## src/rtl/mem_arb_pkg.sv

```systemverilog
// Shared types and defaults for the unified memory-port arbiter.
// Holds the FSM/owner enums, the memory command bundle and parameter defaults.
package mem_arb_pkg;

   typedef enum logic [1:0] {
      IDLE = 2'd0,
      REQ  = 2'd1,
      WAIT = 2'd2
   } state_t;

   typedef enum logic {
      OWN_I = 1'b0,
      OWN_D = 1'b1
   } owner_t;

   typedef struct packed {
      logic        we;
      logic [3:0]  be;
      logic [31:0] addr;
      logic [31:0] wdata;
   } mem_cmd_t;

   localparam int STREAK_MAX_DEF     = 4;
   localparam int TIMEOUT_CYCLES_DEF = 64;

endpackage

```

## src/rtl/arb_pick.sv

```systemverilog
// Fetch/data priority pick with a D-grant streak limit; combinational pick, registered streak.
// Zero-cycle pick; a saturated streak hands the next slot to a waiting fetch.
module arb_pick #(
   parameter int STREAK_MAX = 4
) (
   input  logic clk,
   input  logic rst_n,
   input  logic if_req,
   input  logic d_req,
   input  logic i_gnt,
   input  logic d_gnt,
   output logic pick_d
);

   localparam int SW = $clog2(STREAK_MAX + 1);
   localparam logic [SW-1:0] STREAK_LIM = SW'(STREAK_MAX);

   logic [SW-1:0] streak;

   // A lone D request still wins when fetch is not waiting, even at the limit.
   assign pick_d = d_req && ((streak != STREAK_LIM) || !if_req);

   always_ff @(posedge clk) begin
      if (!rst_n) begin
         streak <= '0;
      end else if (!if_req || i_gnt) begin
         streak <= '0;
      end else if (d_gnt && (streak != STREAK_LIM)) begin
         streak <= streak + 1'b1;
      end
   end

endmodule

```

## src/rtl/mem_port_arbiter.sv

```systemverilog
// Shares one memory port between fetch (I) and data (D), one transaction in flight.
// Grant in the request cycle at best; response passes through combinationally; mem_gnt low stalls in REQ.
module mem_port_arbiter
   import mem_arb_pkg::*;
#(
   parameter int STREAK_MAX     = STREAK_MAX_DEF,
   parameter int TIMEOUT_CYCLES = TIMEOUT_CYCLES_DEF
) (
   input  logic        clk,
   input  logic        rst_n,
   input  logic        if_req,
   input  logic [31:0] if_addr,
   output logic        if_gnt,
   output logic        if_rvalid,
   output logic [31:0] if_rdata,
   output logic        if_err,
   input  logic        d_req,
   input  logic        d_we,
   input  logic [3:0]  d_be,
   input  logic [31:0] d_addr,
   input  logic [31:0] d_wdata,
   output logic        d_gnt,
   output logic        d_rvalid,
   output logic [31:0] d_rdata,
   output logic        d_err,
   output logic        mem_req,
   output logic        mem_we,
   output logic [3:0]  mem_be,
   output logic [31:0] mem_addr,
   output logic [31:0] mem_wdata,
   input  logic        mem_gnt,
   input  logic        mem_rvalid,
   input  logic [31:0] mem_rdata,
   output logic        bus_err
);

   localparam int TW = $clog2(TIMEOUT_CYCLES + 1);
   localparam logic [TW-1:0] TMO_LAST = TW'(TIMEOUT_CYCLES - 1);

   state_t        state;
   owner_t        owner_q;
   owner_t        sel;
   owner_t        cur;
   logic          we_q;
   logic [TW-1:0] tmo_cnt;
   logic          bus_err_q;
   logic          pick_d;
   logic          any_req;
   logic          gnt;
   logic          in_wait;
   logic          tmo_hit;
   logic          rsp_vld;
   mem_cmd_t      i_cmd;
   mem_cmd_t      d_cmd;
   mem_cmd_t      cmd;

   arb_pick #(
      .STREAK_MAX(STREAK_MAX)
   ) u_pick (
      .clk    (clk),
      .rst_n  (rst_n),
      .if_req (if_req),
      .d_req  (d_req),
      .i_gnt  (if_gnt),
      .d_gnt  (d_gnt),
      .pick_d (pick_d)
   );

   assign any_req = if_req || d_req;
   assign sel     = pick_d ? OWN_D : OWN_I;
   assign cur     = (state == IDLE) ? sel : owner_q;
   assign mem_req = (state == REQ) || ((state == IDLE) && any_req);

   assign i_cmd = '{we: 1'b0, be: 4'hF, addr: if_addr, wdata: 32'h0};
   assign d_cmd = '{we: d_we, be: d_be, addr: d_addr, wdata: d_wdata};
   assign cmd   = mem_req ? ((cur == OWN_D) ? d_cmd : i_cmd) : '0;

   assign mem_we    = cmd.we;
   assign mem_be    = cmd.be;
   assign mem_addr  = cmd.addr;
   assign mem_wdata = cmd.wdata;

   assign gnt    = mem_req && mem_gnt;
   assign d_gnt  = gnt && (cur == OWN_D);
   assign if_gnt = gnt && (cur == OWN_I);

   // A real response in the last allowed cycle beats the timeout.
   assign in_wait = (state == WAIT);
   assign tmo_hit = in_wait && !mem_rvalid && (tmo_cnt == TMO_LAST);
   assign rsp_vld = in_wait && (mem_rvalid || tmo_hit);

   assign d_rvalid  = rsp_vld && (owner_q == OWN_D);
   assign d_err     = d_rvalid && tmo_hit;
   assign d_rdata   = (d_rvalid && mem_rvalid && !we_q) ? mem_rdata : 32'h0;
   assign if_rvalid = rsp_vld && (owner_q == OWN_I);
   assign if_err    = if_rvalid && tmo_hit;
   assign if_rdata  = (if_rvalid && mem_rvalid) ? mem_rdata : 32'h0;
   assign bus_err   = bus_err_q;

   always_ff @(posedge clk) begin
      if (!rst_n) begin
         state     <= IDLE;
         owner_q   <= OWN_D;
         we_q      <= 1'b0;
         tmo_cnt   <= '0;
         bus_err_q <= 1'b0;
      end else begin
         if (gnt) begin
            tmo_cnt <= '0;
         end else if (in_wait) begin
            tmo_cnt <= tmo_cnt + 1'b1;
         end
         if (tmo_hit) begin
            bus_err_q <= 1'b1;
         end
         case (state)
            IDLE: begin
               if (any_req) begin
                  owner_q <= sel;
                  we_q    <= (sel == OWN_D) && d_we;
                  state   <= mem_gnt ? WAIT : REQ;
               end
            end
            REQ: begin
               if (mem_gnt) begin
                  state <= WAIT;
               end
            end
            WAIT: begin
               if (rsp_vld) begin
                  state <= IDLE;
               end
            end
            default: state <= IDLE;
         endcase
      end
   end

endmodule

```

## config.mk

```make
export PLATFORM = sky130hd
export DESIGN_NAME = mem_port_arbiter
export DESIGN_NICKNAME = d
export VERILOG_FILES = /design/src/rtl/mem_arb_pkg.sv /design/src/rtl/arb_pick.sv /design/src/rtl/mem_port_arbiter.sv
export SDC_FILE = /design/constraint.sdc
export NUM_CORES = 1
export LEC_CHECK = 0
export BUFFER_PORTS_ARGS = -buffer_cell sky130_fd_sc_hd__buf_2
export CORE_AREA = 5 5 106 108
export CTS_CLUSTER_DIAMETER = 120
export DETAILED_ROUTE_END_ITERATION = 8
export DIE_AREA = 0 0 111 113
export PLACE_DENSITY = 0.58
export REMOVE_ABC_BUFFERS = 1
export SLEW_MARGIN = 20
export SYNTH_ARGS = -nofsm -noshare
export SYNTH_HDL_FRONTEND = slang
export SYNTH_SLANG_ARGS = --single-unit
```

## constraint.sdc

```tcl
create_clock -name clk -period 5.6 [get_ports clk]
set_clock_uncertainty 0.1 [all_clocks]
set_input_delay 1.12 -clock clk [delete_from_list [all_inputs] [get_ports clk]]
set_output_delay 1.12 -clock clk [all_outputs]
set_load 0.05 [all_outputs]
```

==> results.md <==
- Period minus WS final: 4.177 ns
- Avg Cell Area, Syn: 6.144 um2
- H-tree depth: 1
- Sequential share of the synthesized area: 0.1508
- Pwr Density: 199.2 nW/um2
- Die X: 111 um
- Post-synth top area share: 0.3048
- Synth area leader: and2_1
- Clk pin slew, worst setup/hold paths: ~0.06 ns
- Hold Crit Start: bus_err
- I/O Pins: 280
- #FFs+latches synth: 15
- Final ANT Viol Nets: 0
- Antenna diodes: 0
- Nets: 731
- Met1 WL: 3.781 mm
- Initial antenna violation count: 0
- GRT Total Usage: 0.1310
- Setup Viol. Count Final: 0
- Root Driver: clkbuf_8
- R2r worst-path depth: 6
- Via density: 4.210
- CP Max Fanout: 35
- Final period utilization: 0.7459
- Total vias in the final route: about 3000
- R2r setup slk: 3.42 ns
- Worst EP arrival: ~3.0 ns
- Ys Warns: 0
- Fin. Hold Viols: 0
- Total length of routed wires: 9.290 mm
- Die H: roughly 110 um
- Ratio of cells with drive above 1 in the final layout: 0.4932
- RSZ-0062 raised after global routing: no
- Placement Rows: 37
- Post-CTS setup buffer count: 0
- Ys async rst share: 0
- P_leak: 0.002078 uW
- EDFF count, synth: 0
- Initial Util: 0.1963
- Max clock buf depth: 2
- Synth-to-layout area growth: 76.12%
- Hold depth: 2
- Hold path endpoint: bus_err
- Mapped Area: 1991 um2
- 1st-pass router iterations: 4
- Most frequent cell after synthesis: and2_1
- Worst-Margin Slew: between 0.8 and 0.9 ns
- Die ar.: 12540 um2
- Buffers on Ports: 279
- WL/cell: 12.83 um
- Slew headroom: 0.4007
- DRC viols: 0
- Setup TNS: 0 ns
- Worst vdd rail ir drop: 0.00008022 V
- Req. time, crit path: 4.38 ns
- Final Max Tran Viols: 0
- Metal3 WL: 680 um
- First-pass GRT wire length: 14.17 mm
- Hold-fix buffers, CTS: 0
- Max cap viols: 0
- Fmax: 239.4 MHz
- CP Capture Type: output port
- Post-CTS Resized: 0
- Top sig layer: met4
- Reg2reg end: u_pick.streak[0]
- Met2 routed WL: 4.767 mm
- Setup CP Type: primary input to output port
- Main synth FF type: dfxtp_1
- Distinct cells, synth: 35
- TritonCTS clock tree: done
- Gr ovfl total: 0
- DPL Wire Length: 7.752 mm
- Post-synth top cells: and2_1 (97), nand2_1 (78), a21oi_1 (40)
- Status: finished, final reports clean
- Skew-Pair Late Insertion Delay: 0.25 ns
- 1st-iter DRT viols: 168
- RR Startpoint: u_pick.streak[0]
- CTS Buf Count: 3
- Largest net degree at the start of global routing: 38
- Core box area: 10140 um2
- Clock tree sinks: 15
- Number of global-route vias before repair: 2912
- Min-delay worst type: flip-flop to flip-flop
- Final GP Congestion: 0.8627
- Post-layout util: 0.3458
- Syn Inst Count: about 320
- Synth area leaders: and2_1 (30%), dfxtp_1 (15%), nand2_1 (15%), a21oi_1 (10%), buf_6 (3.4%)
- Critical Path Source Type: primary input
==> sequential cells by signal, summed over array words and instances (netlist names) <==
signal,count
state,2
u_pick.streak,3
we_q,1
bus_err,1
owner_q,1
tmo_cnt,7
==> routing by layer <==
metal,global-route usage,up-vias
met4,0.02217,0
met1,0.1638,1347
met2,0.2358,121
li1,-,1574
met5,0,-
met3,0.02674,6
==> stage by stage <==
step | power, uW | hold slack (ns) | area (um2) | cells | worst slack, ns
after global routing | 734.5 | 0.4092 | 3506 | 724 | 1.227
after global placement | 607.4 | 0.3457 | 3448 | 720 | 1.450
after CTS | 702.3 | 0.3619 | 3506 | 724 | 1.410
final | 698.4 | 0.3513 | 3506 | 724 | 1.423
after floorplan | 467.2 | 0.3478 | 1854 | 302 | 1.426
after detailed placement | 612.8 | 0.3480 | 3461 | 720 | 1.416
==> layout make-up <==
cell class                 count  area, um2
timing repair buffer         282       1419
clock buffer                   4      45.04
tap                          136      170.2
sequential                    15      300.3
fill                        1083       6633
multi-input combinational    283       1556
inverter                       4      15.01
==> where the power goes <==
part	total (uW)	internal, uW	leakage [uW]	switching, uW
clock network	89.5	50.5	0.0000228	39.0
registers	115	110	0.000122	5.18
logic	494	127	0.00193	367
total	698	288	0.00208	411
==> placed cells by master, fill, tap and decap left out <==
cell type / n
a21oi_1: 40
a31oi_1: 3
and2_1: 97
and2b_1: 1
and3_1: 1
buf_2: 279
buf_4: 3
clkbuf_1: 1
clkbuf_8: 3
dfxtp_1: 15
ha_1: 3
inv_1: 4
nand2_1: 78
nand2b_1: 2
nand3_1: 4
nand3b_1: 2
nand4_1: 5
nand4b_1: 2
nor2_1: 17
nor2b_1: 1
nor3_1: 5
nor3b_4: 2
nor4_1: 1
o21a_1: 1
o21ai_0: 5
o21ai_1: 1
o21ai_4: 1
o31ai_1: 1
o32ai_2: 1
o41ai_1: 1
or3_1: 3
or3b_4: 1
xnor2_1: 1
xor2_1: 3
==> how the worst max path moves through the flow <==
stage,startpoint,end,slack (ns)
6_report,d_req,mem_addr[9],1.42
5_1_grt,d_req,mem_addr[9],1.23
4_1_cts,d_req,mem_addr[9],1.41
3_5_place_dp,d_req,mem_addr[9],1.42
3_3_place_gp,d_req,mem_addr[0],1.45
2_1_floorplan,if_req,mem_addr[0],1.43
==> logic make-up (layout without fill, tap and decap cells) <==
kind of cell	after synthesis	count (layout)	share of synthesized area
xor gates and xnor gates	4	4	0.01760
buffers and inverters	26	290	0.07605
and+or+nand+nor	222	222	0.5833
DFF	15	15	0.1508
AOI/OAI and AO/OA	54	54	0.1534
adders and majority gates	3	3	0.01886
==> worst max-delay path, stage by stage <==
cell and delay (ns):
buf_2 0.14, or3b_4 0.41, o21ai_4 0.67, nand2_1 0.14
a21oi_1 0.19, buf_2 0.29
Note: power is estimated with default switching activity, not from simulation.
